===== config.mk =====
export PLATFORM = sky130hd
export DESIGN_NAME = conv_window_3x3_flat
export DESIGN_NICKNAME = d
export VERILOG_FILES = /design/src/rtl/conv_window_3x3_if.sv /design/src/rtl/conv_window_3x3.sv /design/src/flat_wrapper.sv
export SDC_FILE = /design/constraint.sdc
export NUM_CORES = 1
export LEC_CHECK = 0
export BUFFER_PORTS_ARGS = -buffer_cell sky130_fd_sc_hd__buf_2
export CAP_MARGIN = 10
export CORE_MARGIN = 2
export CORE_UTILIZATION = 25
export CTS_BUF_LIST = sky130_fd_sc_hd__clkbuf_2
export DETAILED_ROUTE_END_ITERATION = 16
export SLEW_MARGIN = 20
export SYNTH_ARGS = -nofsm -noshare
export SYNTH_HDL_FRONTEND = slang
export SYNTH_SLANG_ARGS = --single-unit

===== constraint.sdc =====
create_clock -name clk -period 3.7 [get_ports clk]
set_input_delay 0.37 -clock clk [delete_from_list [all_inputs] [get_ports clk]]
set_output_delay 0.37 -clock clk [all_outputs]
set_load 0.02 [all_outputs]

===== src/rtl/conv_window_3x3_if.sv =====
//------------------------------------------------------------------------------
// Module      : conv_window_3x3_if
// Description : Column-stream input and window-stream output handshake bundle
//               for the 3x3 window assembler.
// Revision    : 1.0 - initial release
//------------------------------------------------------------------------------
`default_nettype none

interface conv_window_3x3_if #(
  parameter int BIT_DEPTH = 8,
  parameter int COLS      = 28
);
  logic                         in_valid;
  logic                         in_ready;
  logic [BIT_DEPTH-1:0]         in_r1;
  logic [BIT_DEPTH-1:0]         in_r2;
  logic [BIT_DEPTH-1:0]         in_r3;
  logic                         in_last;
  logic                         out_valid;
  logic                         out_ready;
  logic [9*BIT_DEPTH-1:0]       out_window;
  logic [$clog2(COLS+2)-1:0]    out_col;
  logic                         out_last;

  // Stimulus / upstream-and-downstream side
  modport master (
    output in_valid, in_r1, in_r2, in_r3, in_last, out_ready,
    input  in_ready, out_valid, out_window, out_col, out_last
  );

  // Window assembler side
  modport slave (
    input  in_valid, in_r1, in_r2, in_r3, in_last, out_ready,
    output in_ready, out_valid, out_window, out_col, out_last
  );
endinterface

`default_nettype wire


===== src/rtl/conv_window_3x3.sv =====
//------------------------------------------------------------------------------
// Module      : conv_window_3x3
// Description : Assembles sliding 3x3 windows from a three-row column stream,
//               with horizontal stride, end-of-row flag and sticky row-length
//               error flags. Define ZERO_PAD_EN for 1-pixel left/right zero
//               padding (adds the PAD_R state).
// Revision    : 1.0 - initial release
//------------------------------------------------------------------------------
`default_nettype none

module conv_window_3x3 #(
  parameter int BIT_DEPTH = 8,
  parameter int COLS      = 28,
  parameter int STRIDE    = 1
) (
  input  logic              clk,
  input  logic              rst,
  conv_window_3x3_if.slave  bus,
  output logic              err_short,
  output logic              err_long
);

`ifdef ZERO_PAD_EN
  localparam int PAD = 1;
  typedef enum logic [1:0] {FILL = 2'd0, STREAM = 2'd1, PAD_R = 2'd2} state_t;
`else
  localparam int PAD = 0;
  typedef enum logic [1:0] {FILL = 2'd0, STREAM = 2'd1} state_t;
`endif

  localparam int PIX_W = 3 * BIT_DEPTH;
  localparam int WIN_W = 9 * BIT_DEPTH;
  localparam int CNT_W = $clog2(COLS + 3);
  localparam int OCW   = $clog2(COLS + 2);
  localparam int PH_W  = (STRIDE > 1) ? $clog2(STRIDE) : 1;
  // A window is complete once this many columns of the row are held
  // (the zero left column stands in for one real column when padding).
  localparam logic [CNT_W-1:0] C_THR    = CNT_W'(3 - PAD);
  localparam logic [CNT_W-1:0] C_COLS   = CNT_W'(COLS);
  localparam logic [CNT_W-1:0] C_ONE    = CNT_W'(1);
  localparam logic [PH_W-1:0]  C_PH_MAX = PH_W'(STRIDE - 1);
  localparam logic [PH_W-1:0]  C_PH_ONE = PH_W'(1);

  state_t             state_q, state_d;
  logic [CNT_W-1:0]   cnt_q, cnt_d;
  logic [PH_W-1:0]    phase_q, phase_d;
  logic [PIX_W-1:0]   col0_q, col0_d, col1_q, col1_d, col2_q, col2_d;
  logic               out_valid_q, out_valid_d;
  logic [WIN_W-1:0]   out_window_q, out_window_d;
  logic [OCW-1:0]     out_col_q, out_col_d;
  logic               out_last_q, out_last_d;
  logic               err_short_q, err_short_d;
  logic               err_long_q, err_long_d;

  logic               w_adv, w_in_ready, w_accept, w_pad_shift, w_shift;
  logic               w_over, w_row_last, w_cand, w_emit, w_emit_last;
  logic [PIX_W-1:0]   w_new_col;
  logic [CNT_W-1:0]   w_cnt_next, w_win_col;
  logic [WIN_W-1:0]   w_window;

  // Handshake qualification and candidate window formed by the pending shift
  always_comb begin
    w_adv = !out_valid_q || bus.out_ready;
`ifdef ZERO_PAD_EN
    w_in_ready  = w_adv && (state_q != PAD_R);
    w_pad_shift = w_adv && (state_q == PAD_R);
`else
    w_in_ready  = w_adv;
    w_pad_shift = 1'b0;
`endif
    w_accept   = bus.in_valid && w_in_ready;
    w_shift    = w_accept || w_pad_shift;
    w_new_col  = w_pad_shift ? '0 : {bus.in_r3, bus.in_r2, bus.in_r1};
    w_cnt_next = cnt_q + C_ONE;
    w_win_col  = w_cnt_next - C_THR;
    // Column COLS+1 without in_last is forced to close the row.
    w_over     = w_accept && !bus.in_last && (cnt_q >= C_COLS);
    w_row_last = w_accept && (bus.in_last || w_over);
    w_cand     = w_shift && ((state_q == STREAM) || (w_cnt_next >= C_THR));
    w_emit     = w_cand && (phase_q == '0);
`ifdef ZERO_PAD_EN
    w_emit_last = w_pad_shift;
`else
    w_emit_last = w_row_last;
`endif
    w_window = '0;
    for (int r = 0; r < 3; r++) begin
      w_window[BIT_DEPTH*(3*r+0) +: BIT_DEPTH] = col1_q[BIT_DEPTH*r +: BIT_DEPTH];
      w_window[BIT_DEPTH*(3*r+1) +: BIT_DEPTH] = col2_q[BIT_DEPTH*r +: BIT_DEPTH];
      w_window[BIT_DEPTH*(3*r+2) +: BIT_DEPTH] = w_new_col[BIT_DEPTH*r +: BIT_DEPTH];
    end
  end

  // Next-state: FSM, column shift, stride phase, output register, error flags
  always_comb begin
    state_d      = state_q;
    cnt_d        = cnt_q;
    phase_d      = phase_q;
    col0_d       = col0_q;
    col1_d       = col1_q;
    col2_d       = col2_q;
    out_valid_d  = out_valid_q && !bus.out_ready;
    out_window_d = out_window_q;
    out_col_d    = out_col_q;
    out_last_d   = out_last_q;
    err_short_d  = err_short_q;
    err_long_d   = err_long_q;

    if (w_shift) begin
      col0_d = col1_q;
      col1_d = col2_q;
      col2_d = w_new_col;
      cnt_d  = w_cnt_next;
      if (w_cnt_next >= C_THR) state_d = STREAM;
    end
    if (w_cand) phase_d = (phase_q == C_PH_MAX) ? '0 : phase_q + C_PH_ONE;
    if (w_emit) begin
      out_valid_d  = 1'b1;
      out_window_d = w_window;
      out_col_d    = w_win_col[OCW-1:0];
      out_last_d   = w_emit_last;
    end
    if (w_over) err_long_d = 1'b1;

`ifdef ZERO_PAD_EN
    if (w_row_last) state_d = PAD_R;
    // Right pad done: restart the row with a zero left column ready in col2.
    if (w_pad_shift) begin
      state_d = FILL;
      cnt_d   = '0;
      phase_d = '0;
      col1_d  = '0;
      col2_d  = '0;
    end
`else
    if (w_row_last) begin
      state_d = FILL;
      cnt_d   = '0;
      phase_d = '0;
      if (w_cnt_next < C_THR) err_short_d = 1'b1;
    end
`endif
  end

  // State and datapath registers
  always_ff @(posedge clk or posedge rst) begin
    if (rst) begin
      state_q      <= FILL;
      cnt_q        <= '0;
      phase_q      <= '0;
      col0_q       <= '0;
      col1_q       <= '0;
      col2_q       <= '0;
      out_valid_q  <= 1'b0;
      out_window_q <= '0;
      out_col_q    <= '0;
      out_last_q   <= 1'b0;
      err_short_q  <= 1'b0;
      err_long_q   <= 1'b0;
    end else begin
      state_q      <= state_d;
      cnt_q        <= cnt_d;
      phase_q      <= phase_d;
      col0_q       <= col0_d;
      col1_q       <= col1_d;
      col2_q       <= col2_d;
      out_valid_q  <= out_valid_d;
      out_window_q <= out_window_d;
      out_col_q    <= out_col_d;
      out_last_q   <= out_last_d;
      err_short_q  <= err_short_d;
      err_long_q   <= err_long_d;
    end
  end

  assign bus.in_ready   = w_in_ready;
  assign bus.out_valid  = out_valid_q;
  assign bus.out_window = out_window_q;
  assign bus.out_col    = out_col_q;
  assign bus.out_last   = out_last_q;
  assign err_short      = err_short_q;
  assign err_long       = err_long_q;

endmodule

`default_nettype wire


===== src/flat_wrapper.sv =====
// flat-port wrapper written by rule: the top's interface ports become plain ports
module conv_window_3x3_flat 
#(
  parameter int BIT_DEPTH = 8,
  parameter int COLS      = 28,
  parameter int STRIDE    = 1
)
  (clk, rst, err_short, err_long, bus_in_valid, bus_in_r1, bus_in_r2, bus_in_r3, bus_in_last, bus_out_ready, bus_in_ready, bus_out_valid, bus_out_window, bus_out_col, bus_out_last);
  conv_window_3x3_if #(.BIT_DEPTH(BIT_DEPTH), .COLS(COLS)) bus_i ();
  input  logic clk;
  input  logic rst;
  output logic err_short;
  output logic err_long;
  input wire logic [$bits(bus_i.in_valid)-1:0] bus_in_valid;
  input wire logic [$bits(bus_i.in_r1)-1:0] bus_in_r1;
  input wire logic [$bits(bus_i.in_r2)-1:0] bus_in_r2;
  input wire logic [$bits(bus_i.in_r3)-1:0] bus_in_r3;
  input wire logic [$bits(bus_i.in_last)-1:0] bus_in_last;
  input wire logic [$bits(bus_i.out_ready)-1:0] bus_out_ready;
  output wire logic [$bits(bus_i.in_ready)-1:0] bus_in_ready;
  output wire logic [$bits(bus_i.out_valid)-1:0] bus_out_valid;
  output wire logic [$bits(bus_i.out_window)-1:0] bus_out_window;
  output wire logic [$bits(bus_i.out_col)-1:0] bus_out_col;
  output wire logic [$bits(bus_i.out_last)-1:0] bus_out_last;
  assign bus_i.in_valid = bus_in_valid;
  assign bus_i.in_r1 = bus_in_r1;
  assign bus_i.in_r2 = bus_in_r2;
  assign bus_i.in_r3 = bus_in_r3;
  assign bus_i.in_last = bus_in_last;
  assign bus_i.out_ready = bus_out_ready;
  assign bus_in_ready = bus_i.in_ready;
  assign bus_out_valid = bus_i.out_valid;
  assign bus_out_window = bus_i.out_window;
  assign bus_out_col = bus_i.out_col;
  assign bus_out_last = bus_i.out_last;
  conv_window_3x3 #(.BIT_DEPTH(BIT_DEPTH), .COLS(COLS), .STRIDE(STRIDE)) u_core (.clk(clk), .rst(rst), .bus(bus_i), .err_short(err_short), .err_long(err_long));
endmodule

### Yosys cells after proc, flatten, opt, wreduce, memory -nomap -nowiden

Cells that the tools add are included.
W data, S select, Z words.

| cells by class | value |
|---|---|
| muxes and demuxes | 9 |
| order comparisons | 3 |
| bitwise operators | 1 |
| reductions and logical operators | 18 |
| equality and inequality tests | 1 |
| add/sub/neg operators | 3 |

Operators by type and width:

| kind | number |
|---|---|
| $mux W5 | 2 |
| $logic_and A1 B1 Y1 | 7 |
| $mux W2 | 3 |
| $reduce_bool A2 Y1 | 3 |
| $add A5 B1 Y5 const B | 1 |
| $ge A5 B2 Y1 const B | 1 |
| $ge A5 B5 Y1 const B | 1 |
| $lt A5 B2 Y1 const B | 1 |
| $sub A5 B2 Y5 const B | 1 |
| $mux W1 | 4 |
| $reduce_and A2 Y1 | 2 |
| $logic_not A1 Y1 | 3 |
| $logic_or A1 B1 Y1 | 3 |
| $eq A2 B1 Y1 const B | 1 |
| $add A1 B1 Y1 const B | 1 |
| $not A1 Y1 | 1 |

| word-level totals | value |
|---|---|
| output and inout bits | 82 |
| register bits after elaboration | 137 |

### Longest topological paths before layout

Gate-level depths: netlist of the first run.

| depth | value |
|---|---|
| depth in word-level cells | 9 |
| depth in mapped cells | 11 |
| gate-level depth less buffers | 7 |

### Worst setup path after synthesis of the first run

OpenSTA, ideal clock, no wires.

| timing | value |
|---|---|
| path kind | register to register |
| start point | register u_core.cnt_q[0] |
| end point | register u_core.out_col_q[0], in the netlist u_core.bus.out_col[0] |
| slack | 1.411 ns |
| data required time | 3.575 ns |
| clock period less this slack | 2.289 ns |
| cell stages (with the launch flop) | 12 |
| buffers on the path | 4 |
| arrival time | 2.164 ns |
| cells stage by stage | dfrtp_1 > buf_2 > inv_1 > ha_1 > nor2b_1 > o22a_1 > o2bb2ai_1 > a31o_1 > buf_6 > buf_6 > buf_12 > mux2_4 |

| on the way | value |
|---|---|
| cells in the longest elaborated chain, start to end | 5 |
| elaborated cells on any way between the ends | 6 |

Ends and longest elaborated chain:

| element | line | RTL |
|---|---|---|
| start: declaration | conv_window_3x3.sv:45 | `logic [CNT_W-1:0] cnt_q, cnt_d;` |
| start signal: assignment | conv_window_3x3.sv:162 | `cnt_q <= cnt_d;` |
| $add A5 B1 Y5 * | conv_window_3x3.sv:74 | `w_cnt_next = cnt_q + C_ONE;` |
| $ge A5 B2 Y1 | conv_window_3x3.sv:79 | `w_cand = w_shift && ((state_q == STREAM) \|\| (w_cnt_next >= C_THR));` |
| $logic_or A1 B1 Y1 | conv_window_3x3.sv:79 |  |
| $logic_and A1 B1 Y1 | conv_window_3x3.sv:79 |  |
| $logic_and A1 B1 Y1 | conv_window_3x3.sv:80 | `w_emit = w_cand && (phase_q == '0);` |
| end signal: assignment | conv_window_3x3.sv:169 | `out_col_q <= out_col_d;` |
| end: declaration | conv_window_3x3.sv:50 | `logic [OCW-1:0] out_col_q, out_col_d;` |

Mark *: on every way between the ends. The rest lies on a longest branch, timed or not.
A chain may end at the register's enable or synchronous reset.

### Worst setup path in the final report of the first run

| timing | value |
|---|---|
| start point | register u_core.cnt_q[0] |
| end point | register u_core.out_window_q[47], in the netlist u_core.bus.out_window[47] |

| on the way | value |
|---|---|
| cells in the longest elaborated chain, start to end | 5 |

Ends and longest elaborated chain:

| element | line | RTL |
|---|---|---|
| $add A5 B1 Y5 | conv_window_3x3.sv:74 |  |
| $ge A5 B2 Y1 | conv_window_3x3.sv:79 |  |
| $logic_or A1 B1 Y1 | conv_window_3x3.sv:79 |  |
| $logic_and A1 B1 Y1 | conv_window_3x3.sv:79 |  |
| $logic_and A1 B1 Y1 | conv_window_3x3.sv:80 |  |
| end signal: assignment | conv_window_3x3.sv:168 | `out_window_q <= out_window_d;` |
| end: declaration | conv_window_3x3.sv:49 | `logic [WIN_W-1:0] out_window_q, out_window_d;` |

No other way between the ends.

==> results of run 1 <==
layout by cell type, fill, tap and decap left out, drive strengths merged, types with 2 or more instances in the layout:
master and instances:
a21oi 3, clkinv 9, nor3 2, inv 8
xor2 3, mux2 124, o21ai 8, nand2b 3
xnor2 4, nor2 5, clkinvlp 3, clkbuf 19
dfrtp 135, dlygate4sd3 28, nand3 5, buf 117
nand2 8, ha 3
timing repair:
item | in CTS | in global routing
hold buffers | 28 | 0
buffers inserted | 0 | 0
endpoints found under the hold margin | 187 | 0
gates resized for setup | 0 | 0
endpoints found under the setup margin | 0 | 0
power by group:
group | internal [µW] | leakage (µW) | switching [µW] | total, µW
combinational | 1350 | 0.00138 | 1380 | 2730
sequential | 2130 | 0.00159 | 387 | 2520
clock | 242 | 0.000129 | 548 | 790
critical path: cells and delay by family, from the launching register on:
| family | cells | cell delay, ps |
|---|---|---|
| compound gates | 3 | 900 |
| xor+xnor | 1 | 200 |
| buf+inv | 1 | 330 |
| flops | 1 | 640 |
| mux | 1 | 360 |
| fa+ha+maj | 1 | 510 |
sequential cells by signal, indices dropped and copies added (netlist names), 5 cells and up:
| name | count |
|---|---|
| u_core.cnt_q | 5 |
| u_core.bus.out_window | 72 |
| u_core.col1_q | 24 |
| u_core.col2_q | 24 |
| u_core.bus.out_col | 5 |
cell type report:
type / count / share of cell area, %
sequential: 135 / 49.90
multi-input combinational: 186 / 28.02
timing repair buffer: 145 / 13.42
tap: 280 / 5.175
clock inverter: 13 / 1.589
clock buffer: 19 / 1.405
inverter: 8 / 0.4990
path summary, 6_finish.rpt:
check	from	slack, ps	to	depth (start not counted)
min in group clk	bus_in_r1[6]	470	u_core.col2_q[6]$_DFFE_PP0P_	3
worst max-delay path	u_core.cnt_q[0]$_DFFE_PP0P_	660	u_core.bus.out_window[47]$_DFFE_PP0P_	7
worst min-delay path	rst	440	u_core.bus.out_window[47]$_DFFE_PP0P_	4
worst min register to register	u_core.err_long$_DFFE_PP0P_	490	u_core.err_long$_DFFE_PP0P_	1
max in group asynchronous	rst	2760	u_core.bus.out_col[2]$_DFFE_PP0P_	4
worst max register to register	u_core.cnt_q[0]$_DFFE_PP0P_	660	u_core.bus.out_window[47]$_DFFE_PP0P_	7
logic make-up (layout without fill, tap and decap cells):
kind of cell,Yosys count,count (layout),synth area share (%)
AOI/OAI and AO/OA,23,23,3.050
buffers and inverters,29,185,3.508
DFF,135,135,61.91
adders and majority gates,3,3,0.6880
xor gates and xnor gates,7,7,1.124
muxes,125,125,27.15
and+or+nand+nor,28,28,2.569
stage by stage:
stage / cells / hold slack, ps / power (µW) / utilization (%)
CTS: 786 / 348.4 / 6146 / 31.31
detailed placement: 726 / 461.1 / 5307 / 29.08
global route: 786 / 353.6 / 6462 / 31.31
global placement: 726 / 448.3 / 5209 / 29.08
finish: 786 / 443.8 / 6033 / 31.31
floorplan: 350 / 474.9 / 4549 / -
layer usage:
metal,vias up,global-route usage [%],part of all wire [%]
met2,86,16.15,48
met5,-,0,0
met4,0,3.704,1.3
li1,1514,-,-
met1,1710,12.36,45
met3,11,3.533,5.1
==> metrics.md, run 1 <==
| Metric | Value |
|---|---|
| Period utilization | 82.22% |
| Fin Setup TNS | 0 ps |
| Post-Layout Inst Area | 0.006770 mm² |
| Seq/Total Area, Yosys | 61.91% |
| Antenna cells | 0 |
| Post-layout nets | 525 |
| CTS tree | done |
| Setup slack after placement | 633.7 ps |
| Synthesized area per cell | ~16 µm² |
| DR vias | 3,321 |
| Power density over cell area | 891.1 mW/mm² |
| Global-route wire length before repair | between 15,000 and 20,000 µm |
| Count of unique library cells instantiated by Yosys | 39 |
| Async SR Flop Fraction | 100.0% |
| Layout area overhead | 24.08% |
| Vias in the first global route | approximately 3,400 |
| Largest net degree at the start of global routing | 136 |
| WS Path Type | reg2reg |
| Post-synth EDFFs | 0 |
| Worst setup SP type | flop |
| Gp weighted congestion | between 0.7 and 0.8 |
| CTS buffer count | 17 |
| Critical path data required time | 4260 ps |
| Layout filler cell count | 2,199 |
| Footprint of the multi-input gates | 0.001897 mm² |
| Clock transition at path regs | 190 ps |
| Die Ht | 151.7 µm |
| Post-synth design cell area | 0.005456 mm² |
| # H-tree levels | 4 |
| Root Buffer | clkbuf_2 |
| Tightest Pin Transition | 703.3 ps |
| Clock Latency Late Sink | 670 ps |
| WL per Instance | 14.00 µm |
| DRT iter0 DRCs | 111 |
| Detailed placement HPWL | 7221 µm |
| Hold Fails Final Rpt | 0 |
| Share of layout cells above drive strength 1 | 54.94% |
| CTS Sinks | ~140 |
| Starting density of the core | roughly 25% |
| Share of the synthesized area in the top cell type | 61.91% |
| Critical path's slowest cell | dfrtp_1 |
| Max-slew headroom | 53.11% |
| Most frequent cell after synthesis | dfrtp_1 |
| Total iterations of the first detailed-routing run | 4 |
| Dominant synthesized flop cell | dfrtp_1 |
| Max Buffers Root-to-Sink | 2 |
| Core area | ~0.022 mm² |
| Drt via density | 4.225 |
| Post-DP Area | 0.006287 mm² |
| Final wirelength | ~11,000 µm |
| Critical Path, Cell by Cell | ha_1 -> xnor2_1 -> o221ai_2 -> o22ai_2 -> a31o_4 -> buf_4 -> mux2_2 |
| Area leader, netlist | dfrtp_1 |
| RSZ-0062 raised after global routing | false |
| Crit end category | flop |
| Top Ports | 111 |
| Status | completed |
| Synth area leaders | dfrtp_1 (62%), mux2_2 (21%), mux2_4 (5.5%) |
| GRT Total Usage | between 10% and 20% |
| Row count | 54 |
| Die area | 0.02302 mm² |
| Clock Skews | 29.51 ps |
| Mapped Nets | 382 |
| Leak | 0.003097 µW |
| Final ANT Viol Nets | 0 |
| Fin crit period | 3042 ps |
| Max Slew Vio Count | 0 |
| CP max FO | 34 |
| Initial antenna violation count | 0 |
| Fmax | 0.3287 GHz |
| Synth Register Bits | 135 |
| Final setup vio count | 0 |
| IO buf count | between 100 and 150 |
| Hold Path Class | in2async |
| VDD IR-drop max | 0.0003430 V |
| Sequential cell area | 0.003378 mm² |
| Data arrival, critical path | 3600 ps |
| Cells after Synth | 350 |
| # Max-Cap Violations | 0 |
| Final WS setup | 657.9 ps |
| Max incr delay on CP | between 600 and 700 ps |
| Die X-Extent | 151.7 µm |
| Synth Warn # | 0 |
| # DRC | 0 |
| Leftover overflow at the end of global routing | 0 |
| Commonest cells post-synth | dfrtp_1 (135), mux2_2 (104), mux2_4 (20) |
No activity file was read; power rests on OpenSTA's default activity.
==> inputs of run 2 (changes only) <==
==> constraint.sdc (replaced) <==
create_clock -name clk -period 2.75 [get_ports clk]
set_input_delay 0.275 -clock clk [delete_from_list [all_inputs] [get_ports clk]]
set_output_delay 0.275 -clock clk [all_outputs]
set_load 0.02 [all_outputs]
==> run 2 against run 1 <==
Against the previous run: sequential share of layout area fell by 1.1 points; maximum frequency grew 23%; cell area is 2.3% higher; hold slack worse by 140 ps; sequential power is 34% higher; die area is the same; critical endpoint is now u_core.bus.out_window[45]$_DFFE_PP0P_.
==> metrics.md, run 2 (synthesized netlist as in run 1, its figures left out) <==
| Metric | Value |
|---|---|
| WS Path Type | reg2reg |
| Row count | 54 |
| # DRC | 0 |
| Global-route wire length before repair | 18,140 µm |
| RSZ-0062 raised after global routing | false |
| Layout filler cell count | 2,157 |
| Top Ports | 111 |
| Core area | 0.02162 mm² |
| Worst setup SP type | flop |
| Final wirelength | 11,080 µm |
| Most frequent cells in the layout | dfrtp_1 (135), buf_2 (110), mux2_2 (104), dlygate4sd3_1 (28), mux2_4 (20) |
| Starting density of the core | 25.24% |
| Clock Skews | 32.47 ps |
| Worst R2R Setup Slack | ~270 ps |
| WL per Instance | 14.10 µm |
| Max Slew Vio Count | 0 |
| Fin util | between 30% and 40% |
| Max-slew headroom | 49.97% |
| Die area | 0.02302 mm² |
| Die X-Extent | 151.7 µm |
| Hold Path Class | in2async |
| Critical path data required time | roughly 3300 ps |
| Post-layout nets | 525 |
| Share of layout cells above drive strength 1 | 55.34% |
| Gp weighted congestion | 0.7594 |
| DRT iter0 DRCs | 138 |
| Largest register FFs | 72 |
| Fin crit period | 2483 ps |
| Hold slack | 306.6 ps |
| Drt via density | 4.211 |
| Die Ht | roughly 150 µm |
| DR vias | 3,310 |
| Largest net degree at the start of global routing | roughly 140 |
| Post-CTS Setup Inserts | 0 |
| # H-tree levels | 4 |
| CTS buffer count | 17 |
| IO buf count | 110 |
| Setup slack after placement | 199.2 ps |
| Initial antenna violation count | 0 |
| Clock Latency Late Sink | between 600 and 700 ps |
| Hold Fails Final Rpt | 0 |
| Clock transition at path regs | 210 ps |
| Status | completed |
| Vias in the first global route | 3,431 |
| Total iterations of the first detailed-routing run | 4 |
| GRT Total Usage | 10.19% |
| Leak | 0.003163 µW |
| Final setup vio count | 0 |
| Tightest Pin Transition | ~750 ps |
| Detailed placement HPWL | 7244 µm |
| Max Buffers Root-to-Sink | 2 |
| Period utilization | 90.29% |
| Data arrival, critical path | 3050 ps |
| CTS tree | done |
| CP max FO | 35 |
| Leftover overflow at the end of global routing | 0 |
| Power density over cell area | between 1000 and 1500 mW/mm² |
| Layout area overhead | 26.99% |
| CTS Sinks | 135 |
| Root Buffer | clkbuf_2 |
| Fin Setup TNS | 0 ps |
| # Max-Cap Violations | 0 |
| VDD IR-drop max | about 0.00048 V |
| Antenna cells | 0 |
| Commonest non-fill, non-tap cell in the layout | dfrtp_1 |
| Final WS setup | 267.1 ps |
| Fmax | 0.4028 GHz |
| Crit end category | flop |
| Final ANT Viol Nets | 0 |
==> run 2: cell count changes in the layout (fill, tap and decap cells not counted), sizes merged <==
cell      previous run  this run
bufinv               1         6
clkbuf              19        17
clkinv               9         5
clkinvlp             3         2
inv                  8        10
==> run 2: per-stage QoR <==
stage | area (µm²) | cells | total power (µW)
finish | 6929 | 786 | 8646
global route | 6929 | 786 | 9235
CTS | 6927 | 786 | 8794
detailed placement | 6312 | 726 | 7167
global placement | 6312 | 726 | 7032
floorplan | 5460 | 350 | 6120
==> run 2: repair_timing <==
item	CTS	global route
hold endpoints to repair	191	0
setup endpoints to repair	0	4
gates resized for setup	0	1
hold buffers	28	0
==> run 2: routing by layer <==
| layer | up-vias | wire (µm) | track usage, % |
|---|---|---|---|
| met5 | - | 0 | 0 |
| met4 | 0 | 137 | 3.611 |
| met3 | 10 | 528 | 3.623 |
| met2 | 81 | 5494 | 15.99 |
| met1 | 1701 | 4924 | 13.02 |
| li1 | 1518 | - | - |
==> run 2: cell type report <==
type	instances	area [µm²]	area share [%]
multi-input cells	186	1899	27.41
inverters	8	33.78	0.4875
flip-flops and latches	135	3378	48.75
repair buffers	145	933.4	13.47
clock inverters	15	249.0	3.593
clock buffers	17	85.08	1.228
well taps	280	350.3	5.056
==> run 2: path summary, 6_finish.rpt <==
path                                              start                                     to  cells after the start
max                         u_core.cnt_q[1]$_DFFE_PP0P_  u_core.bus.out_window[45]$_DFFE_PP0P_                      7
min                                                 rst  u_core.bus.out_window[39]$_DFFE_PP0P_                      4
max reg2reg                 u_core.cnt_q[1]$_DFFE_PP0P_  u_core.bus.out_window[45]$_DFFE_PP0P_                      7
min reg2reg                u_core.err_short$_DFFE_PP0P_           u_core.err_short$_DFFE_PP0P_                      1
max in group asynchronous                           rst  u_core.bus.out_window[54]$_DFFE_PP0P_                      4
min in group clk                           bus_in_r1[6]           u_core.col2_q[6]$_DFFE_PP0P_                      3
==> run 2: worst max-delay path: stages (launching register included) <==
cell,delay (ps)
dfrtp_1,550
ha_2,400
xnor2_1,170
o221ai_2,110
o22ai_2,200
a31o_4,310
buf_12,240
mux2_2,370
==> run 2: power breakdown <==
group / leakage, µW / switching (µW) / internal (µW) / total [µW]
combinational: 0.00139 / 1870 / 1840 / 3710
clock: 0.000187 / 773 / 788 / 1560
sequential: 0.00159 / 510 / 2870 / 3380
total: 0.00316 / 3160 / 5490 / 8650
==> inputs of run 3 (changes only) <==
--- a/config.mk
+++ b/config.mk
@@ -11,6 +11,7 @@
 export CORE_UTILIZATION = 25
 export CTS_BUF_LIST = sky130_fd_sc_hd__clkbuf_2
 export DETAILED_ROUTE_END_ITERATION = 16
+export PLACE_DENSITY = 0.45
 export SLEW_MARGIN = 20
 export SYNTH_ARGS = -nofsm -noshare
 export SYNTH_HDL_FRONTEND = slang
==> run 3 against run 2 <==
Against the previous run: clock power down 27%; sequential cell count unchanged; hold slack worse by 70 ps; total power down 5.4%; final cell count down 0.13%; critical endpoint is now u_core.bus.out_window[27]$_DFFE_PP0P_; largest cell class unchanged.
==> metrics.md, run 3 (synthesized netlist as in run 1, its figures left out) <==
| Metric | Value |
|---|---|
| Worst setup SP type | flop |
| CP max FO | just under 50 |
| Detailed placement HPWL | 7066 µm |
| DR vias | 3,303 |
| Final wirelength | 10,980 µm |
| Dpl cells | just over 700 |
| IO buf count | between 100 and 150 |
| Max-slew headroom | 67.79% |
| Origin of the critical flop-to-flop path | u_core.cnt_q[1]$_DFFE_PP0P_ |
| Starting density of the core | 25.24% |
| Power density over cell area | 1198 mW/mm² |
| Root Buffer | clkbuf_2 |
| Clock transition at path regs | 200 ps |
| Fmax | just under 0.4 GHz |
| # DRC | 0 |
| Initial antenna violation count | 0 |
| Post-CTS Setup Inserts | 0 |
| Worst R2R Setup Slack | about 170 ps |
| Hold Path Class | in2async |
| Final ANT Viol Nets | 0 |
| Layout area overhead | 25.11% |
| RSZ-0062 raised after global routing | false |
| Data arrival, critical path | about 3100 ps |
| Largest register FFs | between 70 and 80 |
| WS Path Type | reg2reg |
| Row count | between 50 and 60 |
| # H-tree levels | 4 |
| Max incr delay on CP | ~540 ps |
| Most frequent cells in the layout | dfrtp_1 (135), buf_2 (110), mux2_2 (104), dlygate4sd3_1 (28), mux2_4 (20) |
| Total iterations of the first detailed-routing run | 4 |
| Fin Setup TNS | 0 ps |
| Max Buffers Root-to-Sink | 2 |
| CTS tree | done |
| GRT Total Usage | 10.14% |
| CTS buffer count | 17 |
| Worst path bufs/invs | 1 |
| Share of layout cells above drive strength 1 | 54.65% |
| Post-CTS resize count | 0 |
| Die X-Extent | around 150 µm |
| Post-layout nets | about 530 |
| Largest net degree at the start of global routing | 72 |
| Final WS setup | 170.1 ps |
| Antenna cells | 0 |
| R2r endpoint | u_core.bus.out_window[27]$_DFFE_PP0P_ |
| Max Slew Vio Count | 0 |
| Footprint of the multi-input gates | approximately 0.0019 mm² |
| Clock Skews | 34.19 ps |
| Layout filler cell count | approximately 2,200 |
| Setup slack after placement | 227.4 ps |
| Top Ports | ~110 |
| Critical Path, Cell by Cell | ha_1 -> nor2b_1 -> o22a_1 -> o2bb2ai_1 -> a31o_4 -> buf_12 -> mux2_2 |
| Tightest Pin Transition | 483.1 ps |
| Period utilization | between 90% and 100% |
| WL per Instance | 13.98 µm |
| Clock Latency Late Sink | 680 ps |
| Critical path's slowest cell | dfrtp_1 |
| Commonest non-fill, non-tap cell in the layout | dfrtp_1 |
| Fin crit period | 2580 ps |
| Hold Fails Final Rpt | 0 |
| Die Ht | 151.7 µm |
| Final setup vio count | 0 |
| Die area | 0.02302 mm² |
| Gp weighted congestion | 0.7296 |
| Drt via density | 4.208 |
| Setup crit start | u_core.cnt_q[1]$_DFFE_PP0P_ |
| VDD IR-drop max | a little under 0.0004 V |
| Core area | 0.02162 mm² |
| # Max-Cap Violations | 0 |
| Hold_buf cts | 28 |
| Leftover overflow at the end of global routing | 0 |
| Sequential cell area | ~0.0034 mm² |
| Global-route wire length before repair | about 18,000 µm |
| CTS Sinks | around 140 |
| Critical Path Stages | 7 |
| Crit end category | flop |
| Leak | 0.003117 µW |
| R2R cell count | 7 |
| CP delay by family, top | compound AO/OA/AOI/OAI gates |
| Critical path data required time | ~3300 ps |
| Final Instance Count excl. Fillers | just under 800 |
| Vias in the first global route | 3,419 |
| Status | completed |
| DRT iter0 DRCs | approximately 140 |
==> run 3: changes by cell type in the layout (fill, tap and decap cells not counted), sizes merged <==
cell,delta
clkbuf,+1
bufinv,-4
clkinvlp,+1
clkinv,+2
inv,-1
==> run 3: area by class of cell <==
class                      count  share of cell area (%)
clock inverter                13                   1.924
multi-input combinational    186                   27.79
clock buffer                  18                   1.320
tap                          280                   5.132
inverter                       8                  0.4949
sequential                   135                   49.49
timing repair buffer         145                   13.86
==> run 3: layer usage <==
| metal | GRT usage [%] | routed length [µm] | vias up |
|---|---|---|---|
| li1 | - | - | 1522 |
| met1 | 12.77 | 5107 | 1700 |
| met2 | 15.83 | 5135 | 72 |
| met3 | 3.892 | 606 | 9 |
| met4 | 3.750 | 126 | 0 |
| met5 | 0 | 0 | - |
==> run 3: stage by stage <==
stage,hold WS [ps],cell area (µm²),utilization [%],total power [µW]
floorplan,416.2,5460,-,6120
global placement,440.0,6325,29.25,7047
detailed placement,443.7,6325,29.25,7143
CTS,132.8,6827,31.57,8382
global route,164.1,6827,31.57,8796
finish,236.3,6827,31.57,8176
==> run 3: report_power, final <==
group	internal [µW]	switching (µW)	leakage [µW]
logic	1830	1850	0.00140
clock network	410	734	0.000133
registers	2870	491	0.00159
==> run 3: how the worst max path moves through the flow <==
stage,end,slack [ps]
floorplan,u_core.bus.out_col[0]$_DFFE_PP0P_,460
global placement,u_core.bus.out_window[40]$_DFFE_PP0P_,330
detailed placement,u_core.bus.out_window[29]$_DFFE_PP0P_,230
CTS,u_core.bus.out_window[27]$_DFFE_PP0P_,170
global route,u_core.bus.out_window[27]$_DFFE_PP0P_,40
finish,u_core.bus.out_window[27]$_DFFE_PP0P_,170
==> run 3: worst reg2reg max path: stages (launching register included) <==
cell	delay (ps)
dfrtp_1	540
ha_1	480
nor2b_1	100
o22a_1	180
o2bb2ai_1	250
a31o_4	230
buf_12	270
mux2_2	420
